==> config.mk <==
export PLATFORM = sky130hd
export DESIGN_NAME = add_arbiter
export DESIGN_NICKNAME = d
export VERILOG_FILES = /design/src/rtl/add_arbiter.sv
export SDC_FILE = /design/constraint.sdc
export NUM_CORES = 1
export LEC_CHECK = 0
export BUFFER_PORTS_ARGS = -buffer_cell sky130_fd_sc_hd__buf_4
export CAP_MARGIN = 5
export CORE_MARGIN = 1
export CORE_UTILIZATION = 41
export CTS_BUF_LIST = sky130_fd_sc_hd__clkbuf_8
export CTS_CLUSTER_DIAMETER = 120
export CTS_CLUSTER_SIZE = 8
export DETAILED_ROUTE_END_ITERATION = 7
export PLACE_DENSITY = 0.72
export SLEW_MARGIN = 30
export SYNTH_ARGS = -nofsm -noshare
export SYNTH_HDL_FRONTEND = slang
export SYNTH_SLANG_ARGS = --single-unit
==> constraint.sdc <==
create_clock -name clk -period 6.68 [get_ports clk]
set_input_delay 1.002 -clock clk [delete_from_list [all_inputs] [get_ports clk]]
set_output_delay 1.002 -clock clk [all_outputs]
set_load 0.03 [all_outputs]
==> src/rtl/add_arbiter.sv <==
// ============================================================================
// add_arbiter: round-robin arbiter sharing one add/sub unit between two
// requesters, with a single registered, id-tagged result channel.
// Revision: 1.0
// ============================================================================
`default_nettype none

module add_arbiter #(
  parameter int WIDTH = 8
) (
  input  logic             clk,
  input  logic             rst,
  input  logic             req0_valid,
  output logic             req0_ready,
  input  logic [WIDTH-1:0] req0_a,
  input  logic [WIDTH-1:0] req0_b,
  input  logic             req0_op,
  input  logic             req1_valid,
  output logic             req1_ready,
  input  logic [WIDTH-1:0] req1_a,
  input  logic [WIDTH-1:0] req1_b,
  input  logic             req1_op,
  output logic             res_valid,
  input  logic             res_ready,
  output logic [WIDTH-1:0] res_data,
  output logic             res_carry,
  output logic             res_id,
  output logic             busy
);

  typedef enum logic [0:0] {
    EMPTY = 1'b0,
    FULL  = 1'b1
  } state_t;

  state_t           state;
  logic             ptr;
  logic             can_issue;
  logic             grant0;
  logic             grant1;
  logic             handshake;
  logic [WIDTH-1:0] sel_a;
  logic [WIDTH-1:0] sel_b;
  logic             sel_op;
  logic [WIDTH:0]   sum;

  // Reset blocks issue so no handshake is reported on a reset edge.
  assign can_issue = ~rst & ((state == EMPTY) | res_ready);

  assign grant0 = req0_valid & (~ptr | ~req1_valid);
  assign grant1 = req1_valid & ( ptr | ~req0_valid);

  assign req0_ready = can_issue & grant0;
  assign req1_ready = can_issue & grant1;
  assign handshake  = req0_ready | req1_ready;

  assign sel_a  = req1_ready ? req1_a  : req0_a;
  assign sel_b  = req1_ready ? req1_b  : req0_b;
  assign sel_op = req1_ready ? req1_op : req0_op;

  // Subtract as a + ~b + 1 so the carry-out reads as "no borrow".
  assign sum = {1'b0, sel_a}
             + {1'b0, (sel_op ? ~sel_b : sel_b)}
             + {{WIDTH{1'b0}}, sel_op};

  always_ff @(posedge clk) begin
    if (rst) begin
      state     <= EMPTY;
      ptr       <= 1'b0;
      res_data  <= '0;
      res_carry <= 1'b0;
      res_id    <= 1'b0;
    end else if (handshake) begin
      state     <= FULL;
      ptr       <= req0_ready;
      res_data  <= sum[WIDTH-1:0];
      res_carry <= sum[WIDTH];
      res_id    <= req1_ready;
    end else if (state == FULL && res_ready) begin
      state     <= EMPTY;
    end
  end

  assign res_valid = (state == FULL);
  assign busy      = res_valid;

endmodule

`default_nettype wire

# After elaboration in Yosys (flattened, before gate mapping)

Index checks and enable logic that the tools add are counted.

Bits of input ports: 39
Register bits after elaboration: 12
Output and inout bits: 14
Word-level logic and storage cells: 30

Add/sub/neg operators: 2
Bitwise logic cells: 15
Reductions and logical operators: 2
Mux-type cells: 6

Operator list:

| cell                | number |
|---|---|
| $mux W8             | 3 |
| $add A8 B8 Y9       | 1 |
| $add A9 B1 Y9       | 1 |
| $not A8 Y8          | 1 |
| $and A1 B1 Y1       | 5 |
| $not A1 Y1          | 5 |
| $or A1 B1 Y1        | 4 |
| $mux W1             | 3 |
| $reduce_bool A2 Y1  | 1 |
| $logic_and A1 B1 Y1 | 1 |

# Longest topological paths before layout

Gate-level depths: netlist (run 1).

Depth in word-level cells: 9
Depth in mapped cells: 13
Mapped depth without buffers: 11

# Worst setup path before layout (run 1)

OpenSTA, ideal clock, no wires.

Path kind: input -> register
Start point: input req0_valid
End point: register res_data[7]
Data arrival time: 3,573 ps
Library setup time: 62 ps
Required time: 6,618 ps
Cell stages on the path: 12
Setup slack: 3,044 ps
Buffers on the path: 2
Cell sequence: nor2b_1 -> nor4b_2 -> buf_4 -> clkbuf_1 -> nand2_1 -> o21ai_0 -> ha_1 -> a21oi_1 -> o21ai_0 -> a2111oi_4 -> mux2_1 -> nand3_1

Word-level cells in the longest chain between the ends: 9
Elaborated cells between the ends (all ways): 14
Those cells by class: add/sub (2); mux (4); bitwise (8)

RTL lines:

| element              | line | source |
|---|---|---|
| start, declared      | 13   | `input logic req0_valid,` |
| $not A1 Y1 (*)       | 51   | `assign grant1 = req1_valid & ( ptr \| ~req0_valid);` |
| $or A1 B1 Y1 (*)     | 51   |  |
| $and A1 B1 Y1 (*)    | 51   |  |
| $and A1 B1 Y1 (*)    | 54   | `assign req1_ready = can_issue & grant1;` |
| named net req1_ready | 19   | `output logic req1_ready,` |
| $mux W8              | 58   | `assign sel_b = req1_ready ? req1_b : req0_b;` |
| $not A8 Y8           | 63   | `+ {1'b0, (sel_op ? ~sel_b : sel_b)}` |
| $mux W8              | 63   |  |
| $add A8 B8 Y9        | 63   |  |
| $add A9 B1 Y9        | 64   | `+ {{WIDTH{1'b0}}, sel_op};` |
| end signal, assigned | 76   | `res_data <= sum[WIDTH-1:0];` |
| end, declared        | 25   | `output logic [WIDTH-1:0] res_data,` |

Mark *: on every way through the listed nets, which the timed path passes. The rest lies on a longest branch.
A chain may end at the register's enable or synchronous reset.

# Worst setup path in the final report (run 1)

Start point: input req0_valid
End point: register res_data[7]

Word-level cells in the longest chain between the ends: 9
Elaborated cells between the ends (all ways): 14
Those cells by class: add/sub (2); mux (4); bitwise (8)

RTL lines:

| element       | line |
|---|---|
| $not A1 Y1    | 51 |
| $or A1 B1 Y1  | 51 |
| $and A1 B1 Y1 | 51 |
| $and A1 B1 Y1 | 54 |
| $mux W8       | 58 |
| $not A8 Y8    | 63 |
| $mux W8       | 63 |
| $add A8 B8 Y9 | 63 |
| $add A9 B1 Y9 | 64 |

Several ways; a longest one is shown, not always the timed one.

==> flow_metrics.tcl, run 1 <==
set metrics [dict create \
    status "finished clean" \
    p_leak_nw 0.7059 \
    ctsResizeCount 0 \
    io_pins 53 \
    die_x_um 54.35 \
    ys_ff_latch 12 \
    fmax_mhz 271.6 \
    placed_area_um2 1534 \
    irDropWorstVdd_uv 130.2 \
    synthTopCellsByCount "nand2_1 (18), dfxtp_1 (12), o21ai_0 (12), xor2_1 (10)" \
    drt-total-wl_um 2511 \
    final_hold_viol_count 0 \
    use_met2 0.3476 \
    rows 18 \
    dr_total_vias 1134 \
    drtPass1Iterations 4 \
    drive_gt1_frac 0.3676 \
    switching_share 0.3747 \
    post-route-util 0.6245 \
    gp_congestion 0.8066 \
    fin_area_um2 1575 \
    nFillCells 234 \
    nets 234 \
    finalSetupViolCount 0 \
    crit_type "in -> reg" \
    top_usage_layer "met2" \
    cp-end-kind "flop" \
    cp_num_buf_inv 2 \
    h-tree-depth 1 \
    slew_viol_final 0 \
    seq_area_um2 240.2 \
    die_y_um 54.35 \
    cts.sinks 12 \
    hpwlAfterDp_um 2059 \
    drc 0 \
    ys_seq_area_frac 0.2138 \
    rsz0062_at_grt "no" \
    cts_inserted_buffers 3 \
    timing.final.crit_share 0.5512 \
    finClkSkew_ns 0.002357 \
    cp-start-kind "input pin" \
    grt_use_met3 0.03333 \
    n_antenna_cell 0 \
    reg2reg_slack_ns 3.54 \
    synth_warnings 0 \
    grtUsageMet1 0.2264 \
    track_usage 0.1921 \
    p_seq_frac 0.287 \
    synth.most_common_cell "nand2_1" \
    power.share.clock 0.210 \
    cts-root-buf "clkbuf_8" \
    clk_pin_slew_ns 0.05 \
    syn_avg_cell_area_um2 8.201 \
    max_stage_delay_ns 0.38 \
    cp.arrival_ns 3.86 \
    grt_max_degree 28 \
    first_iter_violations 36 \
    portBuffers 52 \
    synth_top_cell_by_area "dfxtp_1" \
    start_util 0.4454 \
    dp_cells 212 \
    drt-wirelength-per-cell_um 11.68 \
    synth_edf_count 0 \
    grt_pass1_wl_um 4105 \
    syn_nets 184 \
    cp_max_fo 27 \
    p_int_uw 196.2 \
    fin_setup_tns_ns 0 \
    synthFlopType "dfxtp_1" \
    period_minus_slack_ns 3.682 \
    max_slew.worst_pin.slew_ns 0.4743 \
    synth_area_leaders "dfxtp_1 (21%), ha_1 (7.8%), xor2_1 (7.8%)" \
    syn_to_final_growth_pct 40.20 \
    post_synth_num_cell_types 33 \
    crit_family "compound AO/OA/AOI/OAI gates" \
    cts_setup_buffers 0 \
    postSynthCellCount 137 \
    multiInputGateArea_um2 847.1 \
    hold_class "reg -> reg" \
    netSwitchingPower_uw 117.6 \
    instances_no_fill 215 \
    clock_path_buffers 2 \
    combPwrFrac 0.503 \
    synth_top_area_share 0.2138 \
    clock_latency_ns 0.24 \
    maxCapViolCount 0 \
    die-area_um2 2954 \
    p_per_area_nw_per_um2 199.2 \
    crit_path_top_delay_cell "a2111oi_4" \
    core_area_um2 2522 \
    timing.hold.ws_ns 0.4589 \
    synthArstFlopShare 0 \
    max_slew_margin 0.6805 \
    syn-cell-area_um2 1124 \
    ant_nets 0 \
    cts_hold_buf 0 \
    viasPerCell 5.274 \
    antenna_found_initial 0 \
    worstPathRequired_ns 6.86 \
    path_common_cell "buf_4" \
    overflow 0 \
    worstPathCellList "buf_4, nor2b_1, nor4b_4, buf_4, mux2_2, ha_1, a21oi_1, o21ai_0, a2111oi_4, mux2_1, nand3_1" \
    tritoncts "built" \
    grt_pass1_vias 1017 \
]
[worst register-to-register path: stages, from the launching register on]
cell and delay, ns:
dfxtp_1 0.32, nor2b_4 0.14, nor4b_4 0.24, buf_4 0.31, mux2_2 0.38, ha_1 0.37, a21oi_1 0.30, o21ai_0 0.23
a2111oi_4 0.38, mux2_1 0.35, nand3_1 0.08
[sequential cells by signal, summed over array words and instances, names as in the netlist]
| register | cells |
|---|---|
| res_carry | 1 |
| res_data | 8 |
| res_id | 1 |
| ptr | 1 |
| busy | 1 |
[path summary, 6_finish.rpt]
path              startpoint           to  cells after the start
setup / recovery  req0_valid  res_data[7]                     11
hold / removal        res_id       res_id                      2
setup reg to reg        busy  res_data[7]                     10
hold reg to reg       res_id       res_id                      2
[power by group through the flow]
stage | clock, mW | sequential (mW) | combinational [mW]
3_3_place_gp | 0 | 0.0908 | 0.155
6_report | 0.0658 | 0.0900 | 0.158
3_5_place_dp | 0 | 0.0915 | 0.158
2_1_floorplan | 0 | 0.112 | 0.0850
4_1_cts | 0.0670 | 0.0901 | 0.159
5_1_grt | 0.0706 | 0.0911 | 0.174
[layer usage]
layer | vias to the layer above | wire length, µm
met2 | 59 | 1145
li1 | 578 | -
met4 | 0 | 11
met1 | 495 | 1169
met3 | 2 | 185
met5 | - | 0
[placed cells by master (no fill, tap or decap), drive strengths merged, types with 2 or more instances in the layout]
master / instances
mux2: 8
mux2i: 5
xor2: 10
o21a: 2
nor3: 2
a211oi: 3
nor2: 9
clkbuf: 3
o21bai: 3
nor2b: 3
dfxtp: 12
a21oi: 7
ha: 7
buf: 54
o21ai: 12
xnor2: 9
nand2: 18
nand3: 6
[metrics by stage]
step	setup WS [ns]	power (mW)
6_report	2.998	0.3138
5_1_grt	2.867	0.3358
4_1_cts	3.026	0.3159
3_5_place_dp	2.776	0.2499
3_3_place_gp	2.938	0.2459
2_1_floorplan	3.045	0.1967
[cell type report]
cell class	instances	area share
inverters	1	0.002383
clock buffers	3	0.02621
repair buffers	54	0.2573
flip-flops and latches	12	0.1525
multi-input cells	115	0.5377
well taps	30	0.02383
[logic make-up after synthesis]
group                    Yosys count  synth area share
AND/OR/NAND/NOR                   43            0.1871
AO/OA/AOI/OAI                     32            0.1871
XOR/XNOR                          19            0.1481
multiplexers                      13            0.1281
flip-flops                        12            0.2138
buffers and inverters             10           0.04009
adder cells (fa/ha/maj)            8           0.09577
Note: power is estimated with default switching activity, not from simulation.
==> run 2, diff against run 1 <==
clock period = 3.5 ns   (was 6.68 ns; I/O delays follow)
==> flow_metrics.tcl, run 2 (synthesis gave the netlist of run 1 again) <==
set metrics [dict create \
    p_int_uw 398.8 \
    drc 0 \
    layout_commonest_cell "buf_4" \
    cts_setup_buffers 0 \
    seq_area_um2 240.2 \
    p_leak_nw 0.7183 \
    cp_num_buf_inv 2 \
    timing.final.crit_share 0.8620 \
    placed_area_um2 1541 \
    max_stage_delay_ns 0.37 \
    maxCapViolCount 0 \
    top_usage_layer "met2" \
    status "finished clean" \
    crit_type "in -> reg" \
    period_minus_slack_ns 3.017 \
    start_util 0.4454 \
    cts.sinks 12 \
    hpwlAfterDp_um 2159 \
    final_cell_mix "buf_4 (55), nand2_1 (18), o21ai_0 (12), dfxtp_1 (12), xor2_1 (10)" \
    nets 235 \
    fmax_mhz 331.4 \
    fin_area_um2 1597 \
    largest_reg_flops 8 \
    viasPerCell 5.207 \
    power.share.clock 0.238 \
    io_pins 53 \
    grt_pass1_vias 1005 \
    drt-total-wl_um 2556 \
    die_x_um 54.35 \
    antenna_found_initial 0 \
    dr_total_vias 1130 \
    cp-end-kind "flop" \
    drive_gt1_frac 0.3743 \
    die_y_um 54.35 \
    worstPathCellList "buf_4, nor2b_1, nor4b_4, buf_4, mux2_2, ha_1, a21oi_1, o21ai_0, a2111oi_4, mux2_1, nand3_1" \
    combPwrFrac 0.487 \
    p_seq_frac 0.275 \
    grt_use_met3 0.02778 \
    syn_to_final_growth_pct 42.09 \
    path_common_cell "buf_4" \
    n_antenna_cell 0 \
    gp_congestion 0.8291 \
    grt_max_degree 14 \
    slew_viol_final 0 \
    finalSetupViolCount 0 \
    max_slew.worst_pin.slew_ns 0.4005 \
    ant_nets 0 \
    fin_setup_tns_ns 0 \
    crit_path_top_delay_cell "nor4b_4" \
    max_flop_register "res_data" \
    switching_share 0.3591 \
    overflow 0 \
    core_area_um2 2522 \
    p_per_area_nw_per_um2 389.7 \
    drtPass1Iterations 4 \
    rows 18 \
    grt_pass1_wl_um 4188 \
    clock_latency_ns 0.23 \
    cts_inserted_buffers 3 \
    track_usage 0.1914 \
    nFillCells 238 \
    multiInputGateArea_um2 847.1 \
    die-area_um2 2954 \
    cp.arrival_ns 3.19 \
    cp-start-kind "input pin" \
    irDropWorstVdd_uv 239.0 \
    max_slew_margin 0.7302 \
    use_met2 0.3333 \
    clk_pin_slew_ns 0.05 \
    finClkSkew_ns 0.001622 \
    rsz0062_at_grt "no" \
    cts_hold_buf 0 \
    portBuffers 52 \
    netSwitchingPower_uw 223.5 \
    worstPathRequired_ns 3.68 \
    tritoncts "built" \
    h-tree-depth 1 \
    hold_class "reg -> reg" \
    first_iter_violations 4 \
    cts-root-buf "clkbuf_8" \
    crit_family "multiplexers" \
    final_hold_viol_count 0 \
    grtUsageMet1 0.2475 \
    drt-wirelength-per-cell_um 11.78 \
    clock_path_buffers 2 \
    cp_max_fo 12 \
    ctsResizeCount 0 \
]
-- run 2: through the flow --
step | util | power (mW) | hold slack [ns] | setup WS (ns) | instances
after floorplan | - | 0.3755 | 0.4454 | 0.3415 | 137
after global placement | 0.6111 | 0.4721 | 0.4451 | 0.3106 | 213
after detailed placement | 0.6111 | 0.4782 | 0.4499 | 0.2606 | 213
after CTS | 0.6329 | 0.6291 | 0.4573 | 0.4743 | 217
after global routing | 0.6329 | 0.6693 | 0.4916 | 0.2826 | 217
final | 0.6329 | 0.6222 | 0.4522 | 0.4828 | 217
-- run 2: layout make-up --
class / instances / area share
Clock buffer: 4 / 0.03448
Inverter: 1 / 0.002351
Multi-Input combinational cell: 115 / 0.5306
Sequential cell: 12 / 0.1505
Tap cell: 30 / 0.02351
Timing Repair Buffer: 55 / 0.2586
-- run 2: path summary, 6_finish.rpt --
check | cells past startpoint | to | start | slack (ns)
worst max-delay path | 11 | res_data[7] | req0_valid | 0.48
worst min-delay path | 2 | res_data[1] | res_data[1] | 0.45
worst max register to register | 10 | res_data[7] | busy | 0.55
worst min register to register | 2 | res_data[1] | res_data[1] | 0.45
-- run 2: worst min-delay path, stage by stage, from the launching register on --
cell and delay, ns:
dfxtp_1 0.30, nand2_1 0.05, a21oi_1 0.05
-- run 2: power groups by stage --
| stage | combinational (mW) | clock (mW) | sequential (mW) |
|---|---|---|---|
| floorplan | 0.162 | 0 | 0.213 |
| global placement | 0.299 | 0 | 0.173 |
| detailed placement | 0.304 | 0 | 0.175 |
| CTS | 0.305 | 0.152 | 0.172 |
| global route | 0.334 | 0.161 | 0.174 |
| finish | 0.303 | 0.148 | 0.171 |
-- run 2: layer usage --
layer	wire length, µm	part of all wire
met5	0	0
met4	0	0
met3	186	0.073
met2	1246	0.49
met1	1122	0.44
